## config.mk

```make
export PLATFORM = sky130hd
export DESIGN_NAME = avalon_ram_arbiter
export DESIGN_NICKNAME = d
export VERILOG_FILES = /design/src/rtl/avalon_ram_arbiter.sv
export SDC_FILE = /design/constraint.sdc
export NUM_CORES = 1
export LEC_CHECK = 0
export ABC_AREA = 1
export BUFFER_PORTS_ARGS = -buffer_cell sky130_fd_sc_hd__buf_2
export CAP_MARGIN = 20
export CORE_AREA = 2 2 163 165
export CTS_BUF_LIST = sky130_fd_sc_hd__clkbuf_8
export DETAILED_ROUTE_END_ITERATION = 10
export DIE_AREA = 0 0 165 167
export SLEW_MARGIN = 20
export SYNTH_ARGS = -nofsm -noshare
export SYNTH_HDL_FRONTEND = slang
export SYNTH_SLANG_ARGS = --single-unit
```

## constraint.sdc

```tcl
create_clock -name clk -period 2.08 [get_ports clk]
set_input_delay 0.208 -clock clk [delete_from_list [all_inputs] [get_ports clk]]
set_output_delay 0.208 -clock clk [all_outputs]
set_load 0.05 [all_outputs]
```

## src/rtl/avalon_ram_arbiter.sv

```systemverilog
// Three-master Avalon arbiter (dbg > core buses) onto one memory port.
// Optional RAM_ARB_ROUND_ROBIN_EN: dbus/ibus tie broken by round-robin.
module avalon_ram_arbiter #(
  parameter int AW = 32,
  parameter int DW = 32
) (
  input  logic            clk,
  input  logic            rst_n,
  input  logic            dbg_avn_read,
  input  logic            dbg_avn_write,
  input  logic [AW-1:0]   dbg_avn_address,
  input  logic [DW/8-1:0] dbg_avn_byte_enable,
  input  logic [DW-1:0]   dbg_avn_writedata,
  output logic [DW-1:0]   dbg_avn_readdata,
  output logic            dbg_avn_waitrequest,
  input  logic            dbus_avn_read,
  input  logic            dbus_avn_write,
  input  logic [AW-1:0]   dbus_avn_address,
  input  logic [DW/8-1:0] dbus_avn_byte_enable,
  input  logic [DW-1:0]   dbus_avn_writedata,
  output logic [DW-1:0]   dbus_avn_readdata,
  output logic            dbus_avn_waitrequest,
  input  logic            ibus_avn_read,
  input  logic            ibus_avn_write,
  input  logic [AW-1:0]   ibus_avn_address,
  input  logic [DW/8-1:0] ibus_avn_byte_enable,
  input  logic [DW-1:0]   ibus_avn_writedata,
  output logic [DW-1:0]   ibus_avn_readdata,
  output logic            ibus_avn_waitrequest,
  output logic            ram_avn_read,
  output logic            ram_avn_write,
  output logic [AW-1:0]   ram_avn_address,
  output logic [DW/8-1:0] ram_avn_byte_enable,
  output logic [DW-1:0]   ram_avn_writedata,
  input  logic [DW-1:0]   ram_avn_readdata,
  input  logic            ram_avn_waitrequest
);

  typedef enum logic {IDLE, BUSY} state_t;
  typedef enum logic [1:0] {
    OWN_NONE, OWN_DBG, OWN_DBUS, OWN_IBUS
  } owner_t;

  state_t state;
  owner_t owner;
  owner_t win;
  owner_t sel;

  logic req_dbg;
  logic req_dbus;
  logic req_ibus;
  logic pick_ibus;
  logic sel_rd;
  logic sel_wr;
  logic sel_req;
  logic grant;
  logic done;

  assign req_dbg  = dbg_avn_read  | dbg_avn_write;
  assign req_dbus = dbus_avn_read | dbus_avn_write;
  assign req_ibus = ibus_avn_read | ibus_avn_write;

`ifdef RAM_ARB_ROUND_ROBIN_EN
  logic rr_ibus;
  assign pick_ibus = req_ibus & (~req_dbus | rr_ibus);
`else
  assign pick_ibus = req_ibus & ~req_dbus;
`endif

  always_comb begin
    win = OWN_NONE;
    unique case (1'b1)
      req_dbg:                         win = OWN_DBG;
      !req_dbg && pick_ibus:           win = OWN_IBUS;
      !req_dbg && !pick_ibus && req_dbus: win = OWN_DBUS;
      default:                         win = OWN_NONE;
    endcase
  end

  always_comb begin
    sel = OWN_DBUS;
    if (state == BUSY)
      sel = owner;
    else if (win != OWN_NONE)
      sel = win;
  end

  always_comb begin
    sel_rd              = dbus_avn_read;
    sel_wr              = dbus_avn_write;
    ram_avn_address     = dbus_avn_address;
    ram_avn_byte_enable = dbus_avn_byte_enable;
    ram_avn_writedata   = dbus_avn_writedata;
    unique case (sel)
      OWN_DBG: begin
        sel_rd              = dbg_avn_read;
        sel_wr              = dbg_avn_write;
        ram_avn_address     = dbg_avn_address;
        ram_avn_byte_enable = dbg_avn_byte_enable;
        ram_avn_writedata   = dbg_avn_writedata;
      end
      OWN_IBUS: begin
        sel_rd              = ibus_avn_read;
        sel_wr              = ibus_avn_write;
        ram_avn_address     = ibus_avn_address;
        ram_avn_byte_enable = ibus_avn_byte_enable;
        ram_avn_writedata   = ibus_avn_writedata;
      end
      default: ;
    endcase
  end

  // read+write together counts as a write; reset kills the strobe at once
  assign sel_req       = sel_rd | sel_wr;
  assign ram_avn_write = rst_n & sel_wr;
  assign ram_avn_read  = rst_n & sel_rd & ~sel_wr;

  assign grant = rst_n & sel_req;
  assign done  = grant & ~ram_avn_waitrequest;

  assign dbg_avn_waitrequest =
    ~(grant && sel == OWN_DBG) | ram_avn_waitrequest;
  assign dbus_avn_waitrequest =
    ~(grant && sel == OWN_DBUS) | ram_avn_waitrequest;
  assign ibus_avn_waitrequest =
    ~(grant && sel == OWN_IBUS) | ram_avn_waitrequest;

  assign dbg_avn_readdata  = ram_avn_readdata;
  assign dbus_avn_readdata = ram_avn_readdata;
  assign ibus_avn_readdata = ram_avn_readdata;

  always_ff @(posedge clk or negedge rst_n) begin
    if (!rst_n) begin
      state <= IDLE;
      owner <= OWN_NONE;
    end else begin
      unique case (state)
        IDLE: begin
          if (win != OWN_NONE && ram_avn_waitrequest) begin
            owner <= win;
            state <= BUSY;
          end
        end
        BUSY: begin
          if (!sel_req || !ram_avn_waitrequest) begin
            owner <= OWN_NONE;
            state <= IDLE;
          end
        end
        default: state <= IDLE;
      endcase
    end
  end

`ifdef RAM_ARB_ROUND_ROBIN_EN
  always_ff @(posedge clk or negedge rst_n) begin
    if (!rst_n)
      rr_ibus <= 1'b1;
    else if (done && sel == OWN_DBUS)
      rr_ibus <= 1'b1;
    else if (done && sel == OWN_IBUS)
      rr_ibus <= 1'b0;
  end
`endif

endmodule
```

Yosys cells after proc, flatten, opt, wreduce, memory -nomap -nowiden --
Cells that the tools add are included.
Operators by class: equal/unequal tests 5, mux-type cells 14, bitwise logic cells 18, reductions and logical operators 14
Operators by type and width (number):
- one-hot mux 32 bit (2 select lines) | 2
- two-way mux 2 bit | 4
- one-hot mux 4 bit (2 select lines) | 1
- logical AND 1 bit | 7
- bitwise OR 1 bit | 7
- NOT 1 bit | 6
- one-hot mux 1 bit (2 select lines) | 3
- one-hot mux 2 bit (3 select lines) | 1
- AND 1 bit | 5
- equality test 2 bit (second input constant) | 2
- zero test 1 bit | 4
- one-hot mux 2 bit (2 select lines) | 1
- equality test 2 x 1 -> 1 bit (second input constant) | 1
- two-way mux 1 bit | 2
- inequality test 2 x 1 -> 1 bit (second input constant) | 1
- inequality test 2 bit (second input constant) | 1
- AND reduction 2 bit | 1
- nonzero test 2 bit | 1
- logical OR 1 bit | 1
Storage, ports and cells: bits in registers 3, input bits 245, output and inout bits 169, logic and storage cells 53

Logic depth before layout (Yosys ltp) --
depth in word-level cells 17, gate-level depth with buffers 13, gate-level depth less buffers 13

Worst setup path after synthesis --
No wires, ideal clock.
kind register -> output, from reg state, to out ram_avn_read, arrival time 1.733 ns, setup slack 0.139 ns, cell stages (with the launch flop) 9, path buffers 1, cell sequence dfrtp_1 inv_2 or2_1 buf_6 nand2_4 nand2_1 nand3_1 nand2_1 nor2_1
Between the ends: longest elaborated chain between the ends 5
Ends and longest elaborated chain:
- from (decl) | line 44 | state_t state;
- from (signal assigned) | line 134 | state <= IDLE;
- from (signal assigned) | line 141 | state <= BUSY;
- from (signal assigned) | line 147 | state <= IDLE;
- two-way mux 2 bit (*) | line 82 | if (state == BUSY)
- equality test 2 bit / equality test 2 x 1 -> 1 bit (equally long branches) | line 94 | unique case (sel)
- one-hot mux 1 bit (2 select lines) | line 94
- AND 1 bit / NOT 1 bit (equally long branches) | line 116 | assign ram_avn_read = rst_n & sel_rd & ~sel_wr;
- AND 1 bit (*) | line 116
- to (decl) | line 30 | output logic ram_avn_read,
Mark *: on every way between the ends. The rest lies on a longest branch, timed or not.

Worst setup path in the final report --
from reg state, to out ram_avn_byte_enable[0]
Between the ends: longest elaborated chain between the ends 3
Ends and longest elaborated chain:
- two-way mux 2 bit (*) | line 82
- equality test 2 bit / equality test 2 x 1 -> 1 bit (equally long branches) | line 94
- one-hot mux 4 bit (2 select lines) (*) | line 94
- to (decl) | line 33 | output logic [DW/8-1:0] ram_avn_byte_enable,
Marks and branches as above.

==> results.md <==
- Cells after synthesis: 452
- Net count reported at finish: 895
- Boundary Pins: 414
- Final Setup Violations: 0
- Net count of the mapped netlist: 697
- Internal Dissipation: 2.12 mW
- Clock root buffer: sky130_fd_sc_hd__clkbuf_8
- Number of cells in the design after placement: 960
- CP endpoint kind: output pin
- Multi-input gate area in the final layout: 1630 sq um
- Maximum clock path buffer count: 2
- Share of the synthesized area in the top cell type: 36.5%
- Sum of buffers and inverters on the critical path: 5
- Transition time of the tightest slew-check pin: 282 ps
- Top cells by area in the synthesized netlist: sky130_fd_sc_hd__nand2_1 37%, sky130_fd_sc_hd__buf_4 32%, sky130_fd_sc_hd__nand3_1 15%
- Max_slew headroom: 81.2%
- Clock sinks: 3
- Later-pin clock latency in the skew report: 220 ps
- Total global routing overflow: 0
- Unrepaired setup endpoints after global routing: yes
- Most used cells in the layout excluding fill and tap cells: 212 x sky130_fd_sc_hd__buf_2, 205 x sky130_fd_sc_hd__nand2_1, 45 x sky130_fd_sc_hd__buf_6
- Number of max-cap violations: 0
- Kind of cell adding the most delay to the critical path: buffers and inverters
- Standard-cell rows: 59
- Pwr Density: 1160 nW/um^2
- Overall routed net length: 15.4 mm
- TritonCTS clock tree: done
- Slowest-stage cell, CP: sky130_fd_sc_hd__dfrtp_1
- Post-Route Utilization: 18.2%
- Starting density of the core: 8.94%
- Most used cell, CP: sky130_fd_sc_hd__buf_4
- Worst clock skew on the final layout: 1.39 ps
- Warning count from the yosys run: 0
- Number of levels in the clock H-tree: 1
- Detailed-route DRC error count: 0
- DR iter-0 viols: 101
- Die footprint: 27600 sq um
- Count of filler cells inserted in the layout: 2905
- Share of cells above drive strength 1: 59.8%
- X dimension of the die: 165 microns
- IO Port Bufs: 285
- Post-route clock period utilization: 98.1%
- Most common library cell in the layout ignoring fill and taps: sky130_fd_sc_hd__buf_2
- Core area: 25800 sq um
- Sequential Power Share: 1.5%
- WS Path Type: reg2out
- Required time of the worst setup path: 1870 ps
- Switching share of power: 60.8%
- Via count of the routed design: 3654
- Final instance count without filler cells: 985
- Proportion of power drawn by combinational gates: 95.4%
- Leakage power summed over all cells: 2.57 nW
- Smallest hold slack: 271 ps
- Global-route wire length before repair: 16.0 mm
- Die height: 167 microns
- Global placer's final weighted congestion: 0.735
- Critical path, cell by cell: buf_4, nand2_2, nand2_4, inv_2, nand3_4, inv_8, clkbuf_16, nand2_1, nand3_1, buf_4
- Count of final hold-check violations: 0
- Post-synthesis cell area: 2300 sq um
- Half-perimeter wire length of the detailed placement result: 10.2 mm
- Proportion of synthesized chip area in sequential cells: 3.26%
- Flop and latch count out of synthesis: 3
- Detail Route Antenna Nets: 0
- Maximum single-stage delay on the critical path: 390 ps
- Net load switching power: 3.29 mW
- Result of the run: complete, no violations
- Initial antenna violation count: 2
- Number of slew-limit violations in the final report: 0
- R2R Setup Slk: 470 ps
- Via-to-Cell Ratio: 3.71
- Number of global-route vias before repair: 3134
- Maximum number of pins on one net before global-route repair: 38
- Synth-to-Final Area Change: 103%
- Worst IR drop on VDD: 0.577 mV
- CP arrival: 1830 ps
- Overall Global Routing Usage: 7.60%
- Clk slew on worst S/H paths: 30 ps
- Post-synthesis cell type count: 18
- Area leader, netlist: sky130_fd_sc_hd__nand2_1
- Period minus WS final: 2040 ps
- Critical path fanouts, max: 6
- Synthesized area per cell: 5.10 sq um
- Worst hold-check path type: in2reg
- Fraction of power consumed by the clock network: 3.1%
- Number of buffers inserted during clock tree synthesis: 3
- FF+latch area: 75.1 sq um
- TritonRoute pass-1 iters: 4
- Max Clk Rate: 0.490 GHz
- Startpoint type of the worst setup path: flip-flop
- Detail-routed net length per standard cell: 15.6 microns
-- final timing paths --
kind                            cells after the start                  from                endpoint
worst max-delay path                               10       state$_DFF_PN0_  ram_avn_byte_enable[0]
worst min register to register                      2  owner[1]$_DFFE_PN0P_    owner[1]$_DFFE_PN0P_
worst max register to register                     10       state$_DFF_PN0_    owner[1]$_DFFE_PN0P_
max in group asynchronous                           2                 rst_n         state$_DFF_PN0_
worst min-delay path                                3   ram_avn_waitrequest         state$_DFF_PN0_
min in group asynchronous                           2                 rst_n    owner[1]$_DFFE_PN0P_
-- kinds of logic after synthesis --
kind of cell           count (synthesis)  synth area share [%]
AO/OA/AOI/OAI                          2                 0.434
AND/OR/NAND/NOR                      314                  56.9
buffers and inverters                133                  39.4
flip-flops                             3                  3.26
-- synthesized netlist by cell type --
cell and instances:
sky130_fd_sc_hd__nand2_1 224, sky130_fd_sc_hd__buf_4 98, sky130_fd_sc_hd__nand3_1 71, sky130_fd_sc_hd__buf_2 14, sky130_fd_sc_hd__inv_1 11, sky130_fd_sc_hd__nand4_1 6, sky130_fd_sc_hd__nor2_1 6, sky130_fd_sc_hd__inv_2 4
sky130_fd_sc_hd__buf_6 3, sky130_fd_sc_hd__clkbuf_1 3, sky130_fd_sc_hd__dfrtp_1 3, sky130_fd_sc_hd__nand2_2 2, sky130_fd_sc_hd__nand3_2 2, sky130_fd_sc_hd__a21oi_1 1, sky130_fd_sc_hd__nand2_4 1, sky130_fd_sc_hd__nor3_1 1
sky130_fd_sc_hd__o21ai_0 1, sky130_fd_sc_hd__or2_1 1
-- flip-flops by register name, summed over array words and instances, names as in the netlist --
register,count
state,1
owner,2
-- area by class of cell --
| class | instances | share of cell area, % |
|---|---|---|
| repair buffers | 310 | 51.6 |
| multi-input cells | 316 | 34.9 |
| well taps | 335 | 8.96 |
| inverters | 15 | 1.63 |
| flip-flops and latches | 3 | 1.61 |
| clock buffers | 3 | 0.883 |
| repair inverters | 1 | 0.241 |
| clock inverters | 1 | 0.0803 |
| diodes | 1 | 0.0535 |
-- power by group through the flow --
stage                     Clock [mW]  Sequential (mW)  Combinational, mW
after floorplan                    0           0.0782               3.08
final                          0.168           0.0792               5.17
after CTS                      0.175           0.0800               3.99
after global placement             0           0.0796               3.90
after global routing           0.184           0.0809               5.43
after detailed placement           0           0.0803               3.91
-- timing repair --
item / in CTS / in global routing
endpoints found under the hold margin: 3 / 0
setup endpoints to repair: 68 / 71
pin swaps: 0 / 7
gates resized for setup: 16 / 222
setup buffers: 0 / 5
hold buffers: 1 / 0
gates cloned: 0 / 14
-- metrics by stage --
stage | total power, mW | instance area, sq um | setup slack (ps) | TNS [ps]
global route | 5.70 | 4680 | -46.7 | -1500
CTS | 4.24 | 3750 | -0.274 | -0.274
global placement | 3.97 | 3650 | 179 | 0
floorplan | 3.16 | 2300 | 139 | 0
detailed placement | 3.99 | 3650 | 138 | 0
finish | 5.42 | 4680 | 39.8 | 0
-- metal layers --
| layer | GRT usage (%) | part of all wire, % | vias up |
|---|---|---|---|
| li1 | - | - | 1713 |
| met1 | 7.09 | 34 | 1604 |
| met2 | 14.6 | 49 | 295 |
| met3 | 3.11 | 11 | 40 |
| met4 | 2.61 | 5.3 | 2 |
| met5 | 0 | 0.084 | - |
-- worst min-delay path, cell delays in order --
cell,delay (ps)
sky130_fd_sc_hd__buf_2,140
sky130_fd_sc_hd__nand2_1,70
sky130_fd_sc_hd__inv_1,30
Note: power is estimated with default switching activity, not from simulation.
